$ cat src/rtl/dac_tlv5618_seq_if.sv
// Handshake and frame-engine bus for the TLV5618 sequencer.
// The slave modport is the sequencer. The master modport is the upstream source combined with the frame engine.
interface dac_tlv5618_seq_if;
  logic        in_valid;
  logic        in_ready;
  logic [11:0] in_a;
  logic [11:0] in_b;
  logic        spd;
  logic        dac_start;
  logic [15:0] dac_data;
  logic        dac_done;

  modport master (
    output in_valid, in_a, in_b, spd, dac_done,
    input  in_ready, dac_start, dac_data
  );

  modport slave (
    input  in_valid, in_a, in_b, spd, dac_done,
    output in_ready, dac_start, dac_data
  );
endinterface

$ cat src/rtl/dac_tlv5618_seq.sv
// Sequencer for the TLV5618 frame engine. For each sample pair it issues a B-buffer write,
// then an A write that also updates B. Define DAC_SEQ_PACE_EN to accept pairs at a fixed tick rate.
module dac_tlv5618_seq #(
  parameter int GapCycles     = 2,
  parameter int TimeoutCycles = 1023,
  parameter int PaceDiv       = 1000
) (
  input  logic                     clk,
  input  logic                     rst_n,
  dac_tlv5618_seq_if.slave         bus,
  output logic                     busy,
  output logic                     pair_done,
  output logic                     err,
  output logic                     late
);

  typedef enum logic [2:0] {
    S_IDLE, S_START_B, S_WAIT_B, S_GAP, S_START_A, S_WAIT_A
  } state_t;

  localparam logic [9:0] GAP_LAST = 10'(GapCycles - 1);
  localparam logic [9:0] TO_LAST  = 10'(TimeoutCycles - 1);

  state_t      r_state, w_next;
  logic [9:0]  r_cnt;
  logic [11:0] r_a, r_b;
  logic        r_spd;
  logic        r_gap_to_a, w_gap_to_a;
  logic        r_dac_start;
  logic [15:0] r_dac_data;
  logic        r_pair_done, w_pair_done;
  logic        r_err, w_err;
  logic        w_in_ready, w_accept;

  assign w_accept = bus.in_valid && w_in_ready;

  // NOTE: every always_comb output gets a default first so no path can infer a latch.
  always_comb begin
    w_next      = r_state;
    w_gap_to_a  = r_gap_to_a;
    w_pair_done = 1'b0;
    w_err       = 1'b0;
    case (r_state)
      S_IDLE:    if (w_accept) w_next = S_START_B;
      S_START_B: w_next = S_WAIT_B;
      S_WAIT_B: begin
        if (bus.dac_done) begin
          w_next     = S_GAP;
          w_gap_to_a = 1'b1;
        end else if (r_cnt == TO_LAST) begin
          w_next     = S_GAP;
          w_gap_to_a = 1'b0;
          w_err      = 1'b1;
        end
      end
      S_GAP:     if (r_cnt == GAP_LAST) w_next = r_gap_to_a ? S_START_A : S_IDLE;
      S_START_A: w_next = S_WAIT_A;
      S_WAIT_A: begin
        if (bus.dac_done) begin
          w_next      = S_GAP;
          w_gap_to_a  = 1'b0;
          w_pair_done = 1'b1;
        end else if (r_cnt == TO_LAST) begin
          w_next     = S_GAP;
          w_gap_to_a = 1'b0;
          w_err      = 1'b1;
        end
      end
      default:   w_next = S_IDLE;
    endcase
  end

  // NOTE: sequential state uses non-blocking assignments so every register samples pre-edge values.
  always_ff @(posedge clk or negedge rst_n) begin
    if (!rst_n) begin
      r_state     <= S_IDLE;
      r_cnt       <= '0;
      r_a         <= '0;
      r_b         <= '0;
      r_spd       <= 1'b0;
      r_gap_to_a  <= 1'b0;
      r_dac_start <= 1'b0;
      r_dac_data  <= '0;
      r_pair_done <= 1'b0;
      r_err       <= 1'b0;
    end else begin
      r_state     <= w_next;
      // Counter restarts on each state entry and serves both as the timeout count and the gap count.
      r_cnt       <= (w_next != r_state || r_state == S_IDLE) ? '0 : r_cnt + 10'd1;
      r_gap_to_a  <= w_gap_to_a;
      r_pair_done <= w_pair_done;
      r_err       <= w_err;
      r_dac_start <= (w_next == S_START_B) || (w_next == S_START_A);
      if (w_accept) begin
        r_a   <= bus.in_a;
        r_b   <= bus.in_b;
        r_spd <= bus.spd;
      end
      // The B word is built from the live inputs because the pair is latched on this same edge.
      if (w_next == S_START_B)
        r_dac_data <= {1'b0, bus.spd, 1'b0, 1'b1, bus.in_b};
      else if (w_next == S_START_A)
        r_dac_data <= {1'b1, r_spd, 1'b0, 1'b0, r_a};
    end
  end

`ifdef DAC_SEQ_PACE_EN
  localparam int PW = $clog2(PaceDiv);
  logic [PW-1:0] r_pace_cnt;
  logic          r_pend, r_late;
  logic          w_tick;

  assign w_tick = (r_pace_cnt == PW'(PaceDiv - 1));

  always_ff @(posedge clk or negedge rst_n) begin
    if (!rst_n) begin
      r_pace_cnt <= '0;
      r_pend     <= 1'b0;
      r_late     <= 1'b0;
    end else begin
      r_pace_cnt <= w_tick ? '0 : r_pace_cnt + 1'b1;
      if (w_tick)        r_pend <= 1'b1;
      else if (w_accept) r_pend <= 1'b0;
      r_late     <= w_tick && r_pend && !w_accept;
    end
  end

  assign w_in_ready = (r_state == S_IDLE) && r_pend;
  assign late       = r_late;
`else
  assign w_in_ready = (r_state == S_IDLE);
  assign late       = 1'b0;
`endif

  assign bus.in_ready  = w_in_ready;
  assign bus.dac_start = r_dac_start;
  assign bus.dac_data  = r_dac_data;
  assign busy          = (r_state != S_IDLE);
  assign pair_done     = r_pair_done;
  assign err           = r_err;

endmodule

$ cat src/flat_wrapper.sv
// flat-port wrapper written by rule: the top's interface ports become plain ports
module dac_tlv5618_seq_flat 
#(
  parameter int GapCycles     = 2,
  parameter int TimeoutCycles = 1023,
  parameter int PaceDiv       = 1000
)
  (clk, rst_n, busy, pair_done, err, late, bus_in_valid, bus_in_a, bus_in_b, bus_spd, bus_dac_done, bus_in_ready, bus_dac_start, bus_dac_data);
  dac_tlv5618_seq_if bus_i ();
  input  logic clk;
  input  logic rst_n;
  output logic busy;
  output logic pair_done;
  output logic err;
  output logic late;
  input wire logic [$bits(bus_i.in_valid)-1:0] bus_in_valid;
  input wire logic [$bits(bus_i.in_a)-1:0] bus_in_a;
  input wire logic [$bits(bus_i.in_b)-1:0] bus_in_b;
  input wire logic [$bits(bus_i.spd)-1:0] bus_spd;
  input wire logic [$bits(bus_i.dac_done)-1:0] bus_dac_done;
  output wire logic [$bits(bus_i.in_ready)-1:0] bus_in_ready;
  output wire logic [$bits(bus_i.dac_start)-1:0] bus_dac_start;
  output wire logic [$bits(bus_i.dac_data)-1:0] bus_dac_data;
  assign bus_i.in_valid = bus_in_valid;
  assign bus_i.in_a = bus_in_a;
  assign bus_i.in_b = bus_in_b;
  assign bus_i.spd = bus_spd;
  assign bus_i.dac_done = bus_dac_done;
  assign bus_in_ready = bus_i.in_ready;
  assign bus_dac_start = bus_i.dac_start;
  assign bus_dac_data = bus_i.dac_data;
  dac_tlv5618_seq #(.GapCycles(GapCycles), .TimeoutCycles(TimeoutCycles), .PaceDiv(PaceDiv)) u_core (.clk(clk), .rst_n(rst_n), .bus(bus_i), .busy(busy), .pair_done(pair_done), .err(err), .late(late));
endmodule
$ cat config.mk
export PLATFORM = sky130hd
export DESIGN_NAME = dac_tlv5618_seq_flat
export DESIGN_NICKNAME = d
export VERILOG_FILES = /design/src/rtl/dac_tlv5618_seq_if.sv /design/src/rtl/dac_tlv5618_seq.sv /design/src/flat_wrapper.sv
export SDC_FILE = /design/constraint.sdc
export NUM_CORES = 1
export LEC_CHECK = 0
export CAP_MARGIN = 20
export CORE_MARGIN = 1.5
export CORE_UTILIZATION = 46
export CTS_BUF_LIST = sky130_fd_sc_hd__clkbuf_4 sky130_fd_sc_hd__clkbuf_8
export CTS_CLUSTER_DIAMETER = 100
export CTS_CLUSTER_SIZE = 14
export DETAILED_ROUTE_END_ITERATION = 16
export PLACE_DENSITY = 0.76
export SYNTH_ARGS = -nofsm -noshare
export SYNTH_HDL_FRONTEND = slang
export SYNTH_SLANG_ARGS = --single-unit
$ cat constraint.sdc
create_clock -name clk -period 1.5 [get_ports clk]
set_input_delay 0.3 -clock clk [delete_from_list [all_inputs] [get_ports clk]]
set_output_delay 0.3 -clock clk [all_outputs]
set_load 0.02 [all_outputs]
======== Word level (Yosys, flattened, before mapping) ========
Cells that the tools add are included.
word-level totals
  register bits ........................... 46
  bits of input ports ..................... 29
  output and inout bits ................... 22
  word-level logic and storage cells ...... 46
cells by class
  add/sub/neg operators ................... 1
  equal/unequal tests ..................... 10
  muxes and demuxes ....................... 18
  reduce and logical (&&, ||, !) cells .... 8
operators with widths
  cell                                                                     number
  16-bit two-way mux                                                       2
  3-bit two-way mux                                                        5
  3-bit case mux with 5 select lines                                       1
  10-bit by 1-bit adder with 10-bit output (second input constant)         1
  10-bit by 1-bit equality test with 1-bit output (second input constant)  1
  10-bit equality test (second input constant)                             1
  10-bit two-way mux                                                       1
  3-bit equality test (second input constant)                              3
  1-bit two-way mux                                                        8
  3-bit by 1-bit equality test with 1-bit output (second input constant)   2
  3-bit by 2-bit equality test with 1-bit output (second input constant)   2
  2-bit nonzero test                                                       2
  3-bit zero test                                                          1
  3-bit != test                                                            1
  3-bit nonzero test                                                       1
  1-bit logical OR                                                         2
  1-bit case mux with 2 select lines                                       1
  2-bit OR reduction                                                       1
  1-bit logical AND                                                        1

======== Longest topological paths before layout ========
  depth after elaboration ................. 7
  depth in mapped cells ................... 7
  gate-level depth less buffers ........... 6

======== Worst setup path after synthesis ========
Ideal clock, no wire load.
  path kind ............................... reg-to-reg
  start ................................... register u_core.r_state[0]
  end ..................................... register u_core.r_a[10]
  data arrival time ....................... 1558 ps
  data required time ...................... 1375 ps
  setup slack ............................. -182 ps
  stages on the path, launching flop included .. 6
  buffers on the path ..................... 2
  period minus slack after synthesis ...... 1682 ps
  cell sequence ........................... dfrtp_1 buf_2 nor3_2 nand2_2 buf_2 mux2_2
between the ends
  cells in the longest elaborated chain, start to end .. 2
ends and longest elaborated chain
  what                      line                    source
  start: declaration        dac_tlv5618_seq.sv:24   state_t r_state, w_next;
  start signal: assignment  dac_tlv5618_seq.sv:87   r_state <= w_next;
  3-bit zero test           dac_tlv5618_seq.sv:131  assign w_in_ready = (r_state == S_IDLE);
  named net bus_in_ready    flat_wrapper.sv:21      output wire logic [$bits(bus_i.in_ready)-1:0] bus_in_ready;
  1-bit logical AND         dac_tlv5618_seq.sv:35   assign w_accept = bus.in_valid && w_in_ready;
  end signal: assignment    dac_tlv5618_seq.sv:95   r_a <= bus.in_a;
  end: declaration          dac_tlv5618_seq.sv:26   logic [11:0] r_a, r_b;
The timed path passes the listed nets, and every way through them passes these cells.
A chain may end at the register's enable or synchronous reset.

======== Worst setup path in the final report ========
  start ................................... register u_core.r_cnt[9]
  end ..................................... register u_core.r_dac_data[10], in the netlist u_core.bus.dac_data[10]
between the ends
  cells in the longest elaborated chain, start to end .. 6
  elaborated cells between the ends (all ways) .. 10
ends and longest elaborated chain
  what                                                                                   line                                            source
  start: declaration                                                                     dac_tlv5618_seq.sv:25                           logic [9:0] r_cnt;
  start signal: assignment                                                               dac_tlv5618_seq.sv:89                           r_cnt <= (w_next != r_state || r_state == S_IDLE) ? '0 : r_cnt + 10'd1;
  10-bit equality test                                                                   dac_tlv5618_seq.sv:50, dac_tlv5618_seq.sv:63
  3-bit two-way mux                                                                      dac_tlv5618_seq.sv:50, dac_tlv5618_seq.sv:63
  3-bit two-way mux                                                                      dac_tlv5618_seq.sv:59                           if (bus.dac_done) begin
  3-bit case mux with 5 select lines (*)                                                 dac_tlv5618_seq.sv:43                           case (r_state)
  3-bit by 1-bit equality test with 1-bit output or 3-bit equality test (tied branches)  dac_tlv5618_seq.sv:100, dac_tlv5618_seq.sv:102
  16-bit two-way mux or 2-bit nonzero test (tied branches)                               n/a
  end signal: assignment                                                                 dac_tlv5618_seq.sv:101                          r_dac_data <= {1'b0, bus.spd, 1'b0, 1'b1, bus.in_b};
  end signal: assignment                                                                 dac_tlv5618_seq.sv:103                          r_dac_data <= {1'b1, r_spd, 1'b0, 1'b0, r_a};
  end: declaration                                                                       dac_tlv5618_seq.sv:30                           logic [15:0] r_dac_data;
Every way passes the cells marked *; elsewhere a longest branch is shown, timed or not.

==> summary.txt <==
Worst setup path
  • Worst EP arrival: 1.70 ns
  • Worst-path fanout max: 17
  • Req. time, crit path: 1.68 ns
  • Worst Setup Start Kind: register
  • CP endpoint kind: register
  • R2r endpoint: u_core.bus.dac_data[10]$_DFFE_PN0P_
  • Setup Crit Path Kind: register to register
  • R2r setup slk: -0.03 ns
  • FF-to-FF path depth: 6
  • RR Startpoint: u_core.r_cnt[9]$_DFF_PN0_

Floorplan
  • Row count: 24
  • Initial core utilization: 47.6%
  • I/O Pins: 51
  • Core area: 4320 um^2
  • Chip Width: 69.9 um
  • Die Y: 69.9 um
  • Die area: 4880 um^2

Global routing
  • First-pass GRT wire length: 7.04 mm
  • Initial antenna violation count: 0
  • Total congestion overflow: 0
  • Largest net degree at the start of global routing: 30
  • Total global-route track usage: 18.0%
  • Vias in the first global route: 1569

Detailed routing
  • Vias/cell: 4.94
  • Via count: 1560
  • Routed Antenna Nets: 0
  • Routed wire length: 4.10 mm
  • Starting DRT DRC Count: 106
  • Avg WL per Cell: 13.0 um
  • Post-route DRC: 0
  • Drt pass-1 iters: 4

Synth
  • Synth warnings: 0
  • Avg Cell Area, Syn: 11.3 um^2
  • Share of flip-flops with an asynchronous set or reset: 100%
  • Sequential area share after synthesis: 54.7%
  • Cell count after synthesis: 182
  • #FFs+latches synth: 45
  • Netlist Area Pre-Place: 2060 um^2
  • Post-synth EDFFs: 0
  • Number of distinct library cells after synthesis: 34
  • Top_reg_cell synth: dfrtp_1

STA
  • Setup violators final: 10
  • Final Critical Period: 1.53 ns
  • RSZ-0062 raised after global routing: true
  • Hold Slack: 0.475 ns
  • Slew Limit Fails: 0
  • Final period util: 102%
  • Final clock skew: 0.0119 ns
  • Fmax: 655 MHz
  • Hold Vio Cnt, Final: 0
  • Worst setup margin: -0.0262 ns

Worst hold path
  • Worst Hold Depth: 2
  • Worst hold endpoint: u_core.bus.dac_data[12]$_DFFE_PN0P_
  • Hold_sp: u_core.bus.dac_data[12]$_DFFE_PN0P_
  • Worst Hold Class: register to register

Power and ir drop
  • Switching part of the total: 34.5%
  • Clock share of power: 18.2%
  • Switch Pwr: 1.77 mW
  • Comb pwr share: 44.2%
  • Peak supply drop: 0.987 mV
  • P_int: 3.36 mW
  • Leak Pwr: 1.42 nW
  • Power share of the sequential group: 37.6%
  • Power Density: 1700 nW/um^2

Finish
  • Most common cell after layout, fill and taps aside: dfrtp_1
  • Number of diodes: 0
  • Sequential cell area: 1130 um^2
  • Layout area overhead: 46.1%
  • Layout cells sized above 1: 27.3%
  • Layout Utilization: 69.6%
  • Most frequent cells in the layout: 43 x dfrtp_1, 28 x nor2_1, 28 x buf_4
  • Non-Filler Instances: 316
  • Fill count: 329
  • # nets final: 295
  • Footprint of the multi-input gates: 913 um^2

Clock network
  • Clock Tree Buf Depth: 2
  • Cts bufs inserted: 5
  • H-Tree Depth: 2
  • Root buf cell: clkbuf_8
  • CTS clk-pin slew, worst paths: 0.09 ns
  • Clock Sinks: 45
  • TritonCTS clock tree: built
  • Worst skew pair latency: 0.29 ns

Run status
  • Failing checks: negative setup slack
  • Status: complete, but fails checks

Flow run
  • Max Cap Viol: 0

Place
  • Gpl congestion: 0.791
  • Post-DP HPWL: 2.91 mm
  • Port-buffer cells: 48
  • Place WS: -0.0669 ns
  • Cells after DPL: 302
[Yosys cell counts (all sizes together), types with 2 or more instances]
cell	count	area share, %
a21oi	16	3.9
a31oi	2	0.61
and4	2	0.85
buf	7	2.2
clkbuf	2	0.36
dfrtp	45	55
ha	3	1.8
inv	5	0.91
mux2	13	7.1
mux2i	13	6.3
nand2	10	1.9
nand3	6	1.5
nand4	3	1.6
nor2	29	5.3
nor2b	4	1.2
nor3	3	1.2
xnor2	6	2.6
xor2	2	0.85
[cells by family after synthesis]
kind of cell,after synthesis,share of synthesized area [%]
muxes,26,13.4
buffers and inverters,14,3.53
adders and majority gates,3,1.82
other,1,0.182
AOI/OAI and AO/OA,23,6.69
xor gates and xnor gates,8,3.40
DFF,45,54.7
and+or+nand+nor,62,16.2
[power groups by stage]
stage	logic, mW	registers (mW)	clock network (mW)
floorplan	1.05	2.17	0
global placement	2.16	1.93	0
detailed placement	2.22	1.96	0
CTS	2.24	1.93	0.949
global route	2.45	2.00	0.994
finish	2.26	1.93	0.931
[area by class of cell]
type,instances,share of cell area (%)
Sequential cell,45,37.5
Multi-Input combinational cell,124,30.4
Timing Repair Buffer,82,25.5
Clock buffer,6,2.54
Tap cell,52,2.16
Clock inverter,2,1.29
Inverter,5,0.624
[flip-flops by register name (all words and copies together), names as in the netlist]
| register | count |
|---|---|
| u_core.r_state | 3 |
| u_core.bus.dac_start | 1 |
| u_core.err | 1 |
| u_core.r_gap_to_a | 1 |
| u_core.r_a | 12 |
| u_core.bus.dac_data | 15 |
| u_core.r_spd | 1 |
| u_core.pair_done | 1 |
| u_core.r_cnt | 10 |
[per-stage QoR]
step                instance area, um^2  setup TNS, ns  power [mW]
floorplan                          2080              0        3.22
finish                             3010         -0.118        5.13
detailed placement                 2820         -0.887        4.18
global route                       3010          -1.87        5.44
CTS                                2970         -0.170        5.11
global placement                   2820         -0.362        4.10
[how the worst max path moves through the flow]
stage / to / depth (start not counted) / slack (ns) / start
after floorplan: u_core.bus.dac_data[0]$_DFFE_PN0P_ / 5 / 0.003 / u_core.r_cnt[9]$_DFF_PN0_
after global placement: bus_in_ready / 2 / -0.05 / u_core.r_state[2]$_DFF_PN0_
after detailed placement: u_core.r_cnt[2]$_DFF_PN0_ / 6 / -0.07 / u_core.r_cnt[0]$_DFF_PN0_
after CTS: u_core.bus.dac_data[1]$_DFFE_PN0P_ / 6 / -0.04 / u_core.r_cnt[9]$_DFF_PN0_
after global routing: u_core.bus.dac_data[2]$_DFFE_PN0P_ / 6 / -0.12 / u_core.r_cnt[9]$_DFF_PN0_
final: u_core.bus.dac_data[10]$_DFFE_PN0P_ / 6 / -0.03 / u_core.r_cnt[9]$_DFF_PN0_
[critical path: stages, from the launching register on]
cell,delay [ns]
dfrtp_1,0.42
nor4_4,0.31
buf_4,0.16
nand4_4,0.09
buf_12,0.18
mux2i_1,0.16
a21oi_1,0.09
[repair_timing]
action,CTS,global route
hold buffers,1,0
endpoints found under the hold margin,18,0
setup buffers,4,1
gates resized for setup,30,10
endpoints found under the setup margin,40,35
pin swaps,9,5
[layer usage]
metal	global-route usage, %	wire (um)
met3	4.18	165
met5	0	0
met4	5.77	22
met1	22.3	1780
met2	31.2	2130
Note: power is estimated with default switching activity, not from simulation.
